**src/rtl/thermo_mask_stream_pkg.sv**
```systemverilog
// thermo_mask_stream_pkg: shared defaults and mode encoding for the thermometer-mask stream.
package thermo_mask_stream_pkg;

    localparam int DEF_DATA_W     = 8;
    localparam int DEF_NUM_CHUNKS = 4;

    typedef enum logic {
        INCL = 1'b0,
        EXCL = 1'b1
    } thermo_mode_e;

endpackage

```
**src/rtl/thermo_mask_stream_chunk_prefix_or.sv**
```systemverilog
// chunk_prefix_or: per-chunk MSB-down prefix OR producing the thermometer mask and highest-one position.
module chunk_prefix_or
    import thermo_mask_stream_pkg::*;
#(
    parameter int DATA_W = DEF_DATA_W,
    parameter int POS_W  = $clog2(DATA_W)
) (
    input  logic [DATA_W-1:0] chunk,
    input  logic              carry_in,
    input  thermo_mode_e      excl,
    output logic [DATA_W-1:0] mask,
    output logic              any,
    output logic [POS_W-1:0]  hi_pos
);

    logic [DATA_W-1:0] w_pre;
    logic              w_acc;

    always_comb begin
        w_pre  = '0;
        w_acc  = 1'b0;
        hi_pos = '0;
        for (int i = DATA_W - 1; i >= 0; i--) begin
            w_acc    = w_acc | chunk[i];
            w_pre[i] = w_acc;
        end
        for (int i = 0; i < DATA_W; i++) begin
            if (chunk[i]) hi_pos = POS_W'(i);
        end
    end

    // exclusive mode shifts the prefix down one bit so the first one itself stays clear
    assign any  = w_pre[0];
    assign mask = (excl == EXCL) ? ({1'b0, w_pre[DATA_W-1:1]} | {DATA_W{carry_in}})
                                 : (w_pre | {DATA_W{carry_in}});

endmodule

```
**src/rtl/thermo_mask_stream.sv**
```systemverilog
// thermo_mask_stream: streams a chunked frame, emitting thermometer masks below the frame's first one.
module thermo_mask_stream
    import thermo_mask_stream_pkg::*;
#(
    parameter int DATA_W     = DEF_DATA_W,
    parameter int NUM_CHUNKS = DEF_NUM_CHUNKS,
    parameter int IDX_W      = $clog2(DATA_W * NUM_CHUNKS)
) (
    input  logic              clk,
    input  logic              rst_n,
    input  logic              s_valid,
    output logic              s_ready,
    input  logic [DATA_W-1:0] s_data,
    input  logic              s_excl,
    output logic              m_valid,
    input  logic              m_ready,
    output logic [DATA_W-1:0] m_data,
    output logic              m_last,
    output logic              m_found,
    output logic [IDX_W-1:0]  m_first_idx
);

    localparam int               CNT_W   = (NUM_CHUNKS > 1) ? $clog2(NUM_CHUNKS) : 1;
    localparam int               POS_W   = $clog2(DATA_W);
    localparam logic [CNT_W-1:0] CNT_MAX = CNT_W'(NUM_CHUNKS - 1);

    logic [CNT_W-1:0]  r_cnt;
    logic              r_seen;
    thermo_mode_e      r_excl_q;
    logic [IDX_W-1:0]  r_idx;
    logic              r_m_valid;
    logic [DATA_W-1:0] r_m_data;
    logic              r_m_last;

    logic              w_first;
    logic              w_carry;
    thermo_mode_e      w_mode;
    logic              w_in_xfer;
    logic              w_any;
    logic              w_hit;
    logic [DATA_W-1:0] w_mask;
    logic [POS_W-1:0]  w_hi_pos;
    logic [IDX_W-1:0]  w_base;
    logic [IDX_W-1:0]  w_idx_nxt;

    chunk_prefix_or #(
        .DATA_W (DATA_W),
        .POS_W  (POS_W)
    ) u_kernel (
        .chunk    (s_data),
        .carry_in (w_carry),
        .excl     (w_mode),
        .mask     (w_mask),
        .any      (w_any),
        .hi_pos   (w_hi_pos)
    );

    // chunk 0 starts a fresh frame: no carry, mode taken live from the input
    assign w_first   = (r_cnt == '0);
    assign w_carry   = w_first ? 1'b0 : r_seen;
    assign w_mode    = w_first ? thermo_mode_e'(s_excl) : r_excl_q;
    assign s_ready   = rst_n & (~r_m_valid | m_ready);
    assign w_in_xfer = s_valid & s_ready;
    assign w_hit     = w_any & ~w_carry;
    assign w_base    = IDX_W'((NUM_CHUNKS - 1 - int'(r_cnt)) * DATA_W);
    assign w_idx_nxt = w_hit ? (w_base + IDX_W'(w_hi_pos)) : (w_first ? '0 : r_idx);

    always_ff @(posedge clk or negedge rst_n) begin
        if (!rst_n) begin
            r_cnt     <= '0;
            r_seen    <= 1'b0;
            r_excl_q  <= INCL;
            r_idx     <= '0;
            r_m_valid <= 1'b0;
            r_m_data  <= '0;
            r_m_last  <= 1'b0;
        end else begin
            if (w_in_xfer) begin
                r_cnt    <= (r_cnt == CNT_MAX) ? '0 : r_cnt + CNT_W'(1);
                r_seen   <= w_carry | w_any;
                r_excl_q <= w_mode;
                r_idx    <= w_idx_nxt;
                r_m_data <= w_mask;
                r_m_last <= (r_cnt == CNT_MAX);
            end
            r_m_valid <= w_in_xfer | (r_m_valid & ~m_ready);
        end
    end

    // seen doubles as the found flag: both clear at frame start and set on the first one
    assign m_valid     = r_m_valid;
    assign m_data      = r_m_data;
    assign m_last      = r_m_last;
    assign m_found     = r_seen;
    assign m_first_idx = r_idx;

endmodule

```
**config.mk**
```make
export PLATFORM = sky130hd
export DESIGN_NAME = thermo_mask_stream
export DESIGN_NICKNAME = d
export VERILOG_FILES = /design/src/rtl/thermo_mask_stream_pkg.sv /design/src/rtl/thermo_mask_stream_chunk_prefix_or.sv /design/src/rtl/thermo_mask_stream.sv
export SDC_FILE = /design/constraint.sdc
export NUM_CORES = 1
export LEC_CHECK = 0
export BUFFER_PORTS_ARGS = -buffer_cell sky130_fd_sc_hd__buf_2
export CAP_MARGIN = 20
export CORE_UTILIZATION = 45
export CTS_CLUSTER_DIAMETER = 30
export CTS_CLUSTER_SIZE = 12
export DETAILED_ROUTE_END_ITERATION = 10
export GPL_ROUTABILITY_DRIVEN = 0
export PLACE_DENSITY = 0.72
export SETUP_SLACK_MARGIN = 0.2
export SLEW_MARGIN = 40
export SYNTH_ARGS = -nofsm -noshare
export SYNTH_HDL_FRONTEND = slang
export SYNTH_HIERARCHICAL = 1
export SYNTH_SLANG_ARGS = --single-unit
```
**constraint.sdc**
```tcl
create_clock -name clk -period 1.96 [get_ports clk]
set_input_delay 0 -clock clk [delete_from_list [all_inputs] [get_ports clk]]
set_output_delay 0 -clock clk [all_outputs]
set_load 0.005 [all_outputs]
```
== After elaboration in Yosys (flattened, before gate mapping) ==
Cells that the tools add are included.
Word-level totals
  register bits after elaboration: 19
  output and inout port bits: 17
  logic and storage cells: 46
  bits of input ports: 13
Operators by class
  $add $sub $neg: 3
  reduce and logical (&&, ||, !) cells: 3
  bitwise logic cells: 19
  equal/unequal tests: 1
  muxes and demuxes: 13
Operator list (count)
  two-way mux 3 bit: 6
  two-way mux 5 bit: 2
  bitwise OR 1 bit: 10
  two-way mux 8 bit: 1
  bitwise OR 7 x 8 -> 8 bit: 1
  bitwise OR 8 bit: 1
  adder 5 x 3 -> 5 bit: 1
  bitwise AND 1 bit: 4
  two-way mux 1 bit: 3
  NOT 1 bit: 3
  adder 2 x 1 -> 2 bit (second input constant): 1
  equality test 2 bit (second input constant): 1
  logical NOT 2 bit: 1
  two-way mux 2 bit: 1
  AND reduction 2 bit: 1
  nonzero test 2 bit: 1
  subtractor 2 bit (first input constant): 1

== Logic depth before layout (Yosys ltp) ==
  depth in word-level cells: 10
  depth in mapped cells: 7
  depth with buffers taken out: 7

== By module ==
The synthesis kept the hierarchy.
By module, submodules not included
  thermo_mask_stream: cells each 57, times used 1, area an instance 834.6 µm², seq. area each 475.5 µm²
  chunk_prefix_or: cells each 28, times used 1, area an instance 152.6 µm², seq. area each 0.0 µm²

== Worst setup path after synthesis ==
No wires, ideal clock.
  path type: flip-flop to flip-flop
  from: register r_cnt[0]
  to: register r_m_data[0] (netlist: m_data[0])
  path slack: 0.203 ns
  clock period less this slack: 1.757 ns
  arrival: 1.632 ns
  data required time: 1.835 ns
  library setup time: 0.125 ns
  path buffers: 0
  stages on the path, launching flop included: 8
  path through: dfrtp_1 inv_1 ha_1 mux2_2 inv_1 a2111oi_0 nand2_1 mux2_4
On the way
  elaborated cells on any way between the ends: 6
  classes of those cells: mux (3); bitwise (2); reduce/logical (1)
RTL lines
  start: declaration: line thermo_mask_stream.sv:27  | logic [CNT_W-1:0] r_cnt;
  start signal: assignment: line thermo_mask_stream.sv:79  | r_cnt <= (r_cnt == CNT_MAX) ? '0 : r_cnt + CNT_W'(1);
  logical NOT 2 bit: line thermo_mask_stream.sv:59  | assign w_first = (r_cnt == '0);
  two-way mux 1 bit: line thermo_mask_stream.sv:61  | assign w_mode = w_first ? thermo_mode_e'(s_excl) : r_excl_q;
  via w_mode: line thermo_mask_stream.sv:37  | thermo_mode_e w_mode;
  two-way mux 8 bit: line thermo_mask_stream_chunk_prefix_or.sv:34  | assign mask = (excl == EXCL) ? ({1'b0, w_pre[DATA_W-1:1]} | {DATA_W{carry_in}})
  via w_mask[0]: line thermo_mask_stream.sv:41  | logic [DATA_W-1:0] w_mask;
  end signal: assignment: line thermo_mask_stream.sv:83  | r_m_data <= w_mask;
  end: declaration: line thermo_mask_stream.sv:32  | logic [DATA_W-1:0] r_m_data;
The timed path passes the listed nets, and every way through them passes these cells.
A chain may end at the register's enable or synchronous reset.

== Worst setup path in the final report ==
  from: register r_cnt[1]
  to: register r_m_data[2] (netlist: m_data[2])
On the way
  cells in the longest elaborated chain, start to end: 4
  elaborated cells on any way between the ends: 6
  classes of those cells: mux (3); bitwise (2); reduce/logical (1)
Ends and longest elaborated chain
  logical NOT 2 bit *: line thermo_mask_stream.sv:59
  two-way mux 1 bit *: line thermo_mask_stream.sv:60  | assign w_carry = w_first ? 1'b0 : r_seen;
  via w_carry: line thermo_mask_stream.sv:36  | logic w_carry;
  bitwise OR 8 bit / bitwise OR 7 x 8 -> 8 bit (equally long branches): line thermo_mask_stream_chunk_prefix_or.sv:35, thermo_mask_stream_chunk_prefix_or.sv:34
  two-way mux 8 bit *: line thermo_mask_stream_chunk_prefix_or.sv:34
  via w_mask[2]: line thermo_mask_stream.sv:41
Mark *: on every way through the listed nets, which the timed path passes. The rest lies on a longest branch.

==> results.toml <==
[timing]
rsz0062_at_grt = "no"
slew_violations = 0
slew-limit-headroom = 0.735
timing.final.ws_setup_ns = 0.301
hold_viol_final = 0
finalCritPeriodShare = 0.846
period_minus_slack_ns = 1.66
setup_tns_ns = 0
max_freq_mhz = 603
holdWs_ns = 0.00522
setup_viol = 0
fin_skew_ns = 0.00384
tightest_slew_ns = 0.396

[worst_setup_path]
worstSetupPathDepth = 7
start_kind = "register"
path_cells = "inv_2 -> ha_4 -> nor2b_1 -> nor3_2 -> and2_1 -> o211ai_1 -> mux2_4"
worstPathRequired_ns = 2.16
critPathBufInv = 1
max_stage_delay_ns = 0.41
worst_setup_path_end_kind = "register"
cpMaxStageDelayCell = "dfrtp_1"
worstSetupPathType = "register to register"
critPathTopFamily = "simple AND/OR/NAND/NOR gates"
reg2reg_depth = 7
path_max_fanout = 4
cp.arrival_ns = 1.86

[detailed_routing]
viasPerCell = 5.05
routedWlPerCell_um = 13.6
drtAntennaViolNets = 0
vias = 753
drc = 0
totalWireLength_um = 2020
dr.pass1.iters = 5
drt-initial-drc-count = 13

[cells_and_area]
final_area_um2 = 1260
drive_gt1_frac = 0.492
finalNetCount = 138
post-route-util = 0.629
syn_to_final_growth_pct = 27.5
antenna_cells = 0
final_cells = 149

[synthesis]
ys_warn_count = 6
ys_top_cells_by_area = "dfrtp_1, mux2_4, a22o_1, mux2_2, inv_1"
synthMuxAreaShare = 0.152
seq_area_frac_synth = 0.482
synth_top_area_cell = "dfrtp_1"
synth.avg_cell_area_um2 = 11.6
yosys_register_bits = 19
netlist.area_leader.share = 0.482
syn_nets = 100
yosys.area_share.simple = 0.152
yosys-top-cells-count = "dfrtp_1, inv_1, mux2_4"
synth_xor_area_frac = 0
yosysMostFrequentCell = "dfrtp_1"
synth_edf_count = 0
synth_compound_area_frac = 0.142
syn_area_um2 = 987
synthCells = 85
synth_top_family_by_area = "simple AND/OR/NAND/NOR gates"
synthAdderAreaFrac = 0.0253
async_flop_share = 1.00
synth_ff_type = "dfrtp_1"
synth_cell_types = 25

[placement]
hpwlAfterDp_um = 1420
detailedPlace.worstSlack_ns = 0.0700
placed_cell_area_um2 = 1160
dp.cells = 142
port_buffers = 29

[clock_tree]
clock_sinks = 19
clock_latency_ns = 0.30
ctsRootBufferMaster = "clkbuf_4"
htree_levels = 1
clockBufferDepth = 2
cts_tree = "yes"
numCtsBuffers = 3
clk_pin_slew_worst_paths_ns = 0.12

[pwr]
ir_worst_vdd_uv = 717
p_total_mw = 1.36
p_per_area_nw_per_um2 = 1080
p_leak_nw = 0.577

[worst_hold_path]
min_path_type = "input port to register"
holdPathStages = 3

[status]
status = "completed"

[job]
cap_viol_max_count = 0

[floorplanning]
die_x_um = 48.8
rows = 16
die_h_um = 48.8
boundaryPins = 30
die_area_um2 = 2380
start_util = 0.493
core-area_um2 = 2000

[global_routing]
grt_pass1_wl_um = 3430
track_usage = 0.189
antenna_found_initial = 0
grt_overflow = 0
grt_max_degree = 22
grt_pass1_vias = 767
==> timing repair <==
action	4_1_cts	5_1_grt
hold buffers	2	0
setup endpoints to repair	4	4
gates cloned	0	0
pin swaps	0	0
setup buffers	1	0
hold endpoints to repair	20	0
gates resized for setup	3	7
==> state kept, by name (all words and copies together) (netlist names) <==
name / flops
m_found: 1
r_cnt: 2
r_excl_q: 1
m_first_idx: 5
m_data: 8
m_valid: 1
m_last: 1
==> cell families after synthesis <==
| kind of cell | count (synthesis) |
|---|---|
| mux | 11 |
| fa+ha+maj | 2 |
| compound gates | 20 |
| flops | 19 |
| buf+inv | 8 |
| simple gates | 25 |
==> layer usage <==
metal  up-vias  GRT usage  share of wire  wire length [um]
li1        380          -              -                 -
met1       349      0.251           0.48               964
met2        24      0.315           0.48               960
met3         0     0.0312          0.047                95
met4         0     0.0588              0                 0
met5         -          0              0                 0
==> report_power, final <==
| part | internal [mW] | leakage [nW] | switching, mW |
|---|---|---|---|
| registers | 0.515 | 0.208 | 0.0680 |
| logic | 0.308 | 0.356 | 0.265 |
| clock network | 0.0774 | 0.0139 | 0.130 |
==> tightest hold or removal path, stage by stage <==
cell and delay, ns:
buf_2 0.07, nand2b_4 0.15, nand2_1 0.05
==> path summary, 6_finish.rpt <==
path / start / to / slack (ns)
max: r_cnt[1]$_DFFE_PN0P_ / m_data[2]$_DFFE_PN0P_ / 0.30
min in group asynchronous: rst_n / m_data[2]$_DFFE_PN0P_ / 0.21
max in group asynchronous: rst_n / m_data[6]$_DFFE_PN0P_ / 1.55
min: m_ready / m_valid$_DFF_PN0_ / 0.005
max reg2reg: r_cnt[1]$_DFFE_PN0P_ / m_data[2]$_DFFE_PN0P_ / 0.30
min reg2reg: m_first_idx[0]$_DFFE_PN0P_ / m_first_idx[0]$_DFFE_PN0P_ / 0.51
==> layout by cell type, fill, tap and decap left out, drive strengths merged <==
cell type,Yosys,layout
mux2,11,11
o31ai,2,2
and2,4,4
nor2,5,5
o211ai,2,2
clkbuf,0,3
a21oi,3,3
o21ai,5,5
dlygate4sd3,0,2
a21o,1,1
nand2,6,6
clkinvlp,0,1
nand2b,1,1
buf,1,32
a22o,6,6
a2111oi,1,1
nor3,1,1
and4b,1,1
nand3,4,4
dfrtp,19,19
or4b,1,1
inv,7,7
nor2b,2,2
ha,2,2
==> cell type report <==
type | count | area, um^2
Clock buffer | 3 | 22.5
Clock inverter | 1 | 7.51
Fill cell | 184 | 743
Inverter | 7 | 26.3
Multi-Input combinational cell | 58 | 505
Sequential cell | 19 | 475
Tap cell | 27 | 33.8
Timing Repair Buffer | 34 | 188
No activity file was read; power rests on OpenSTA's default activity.
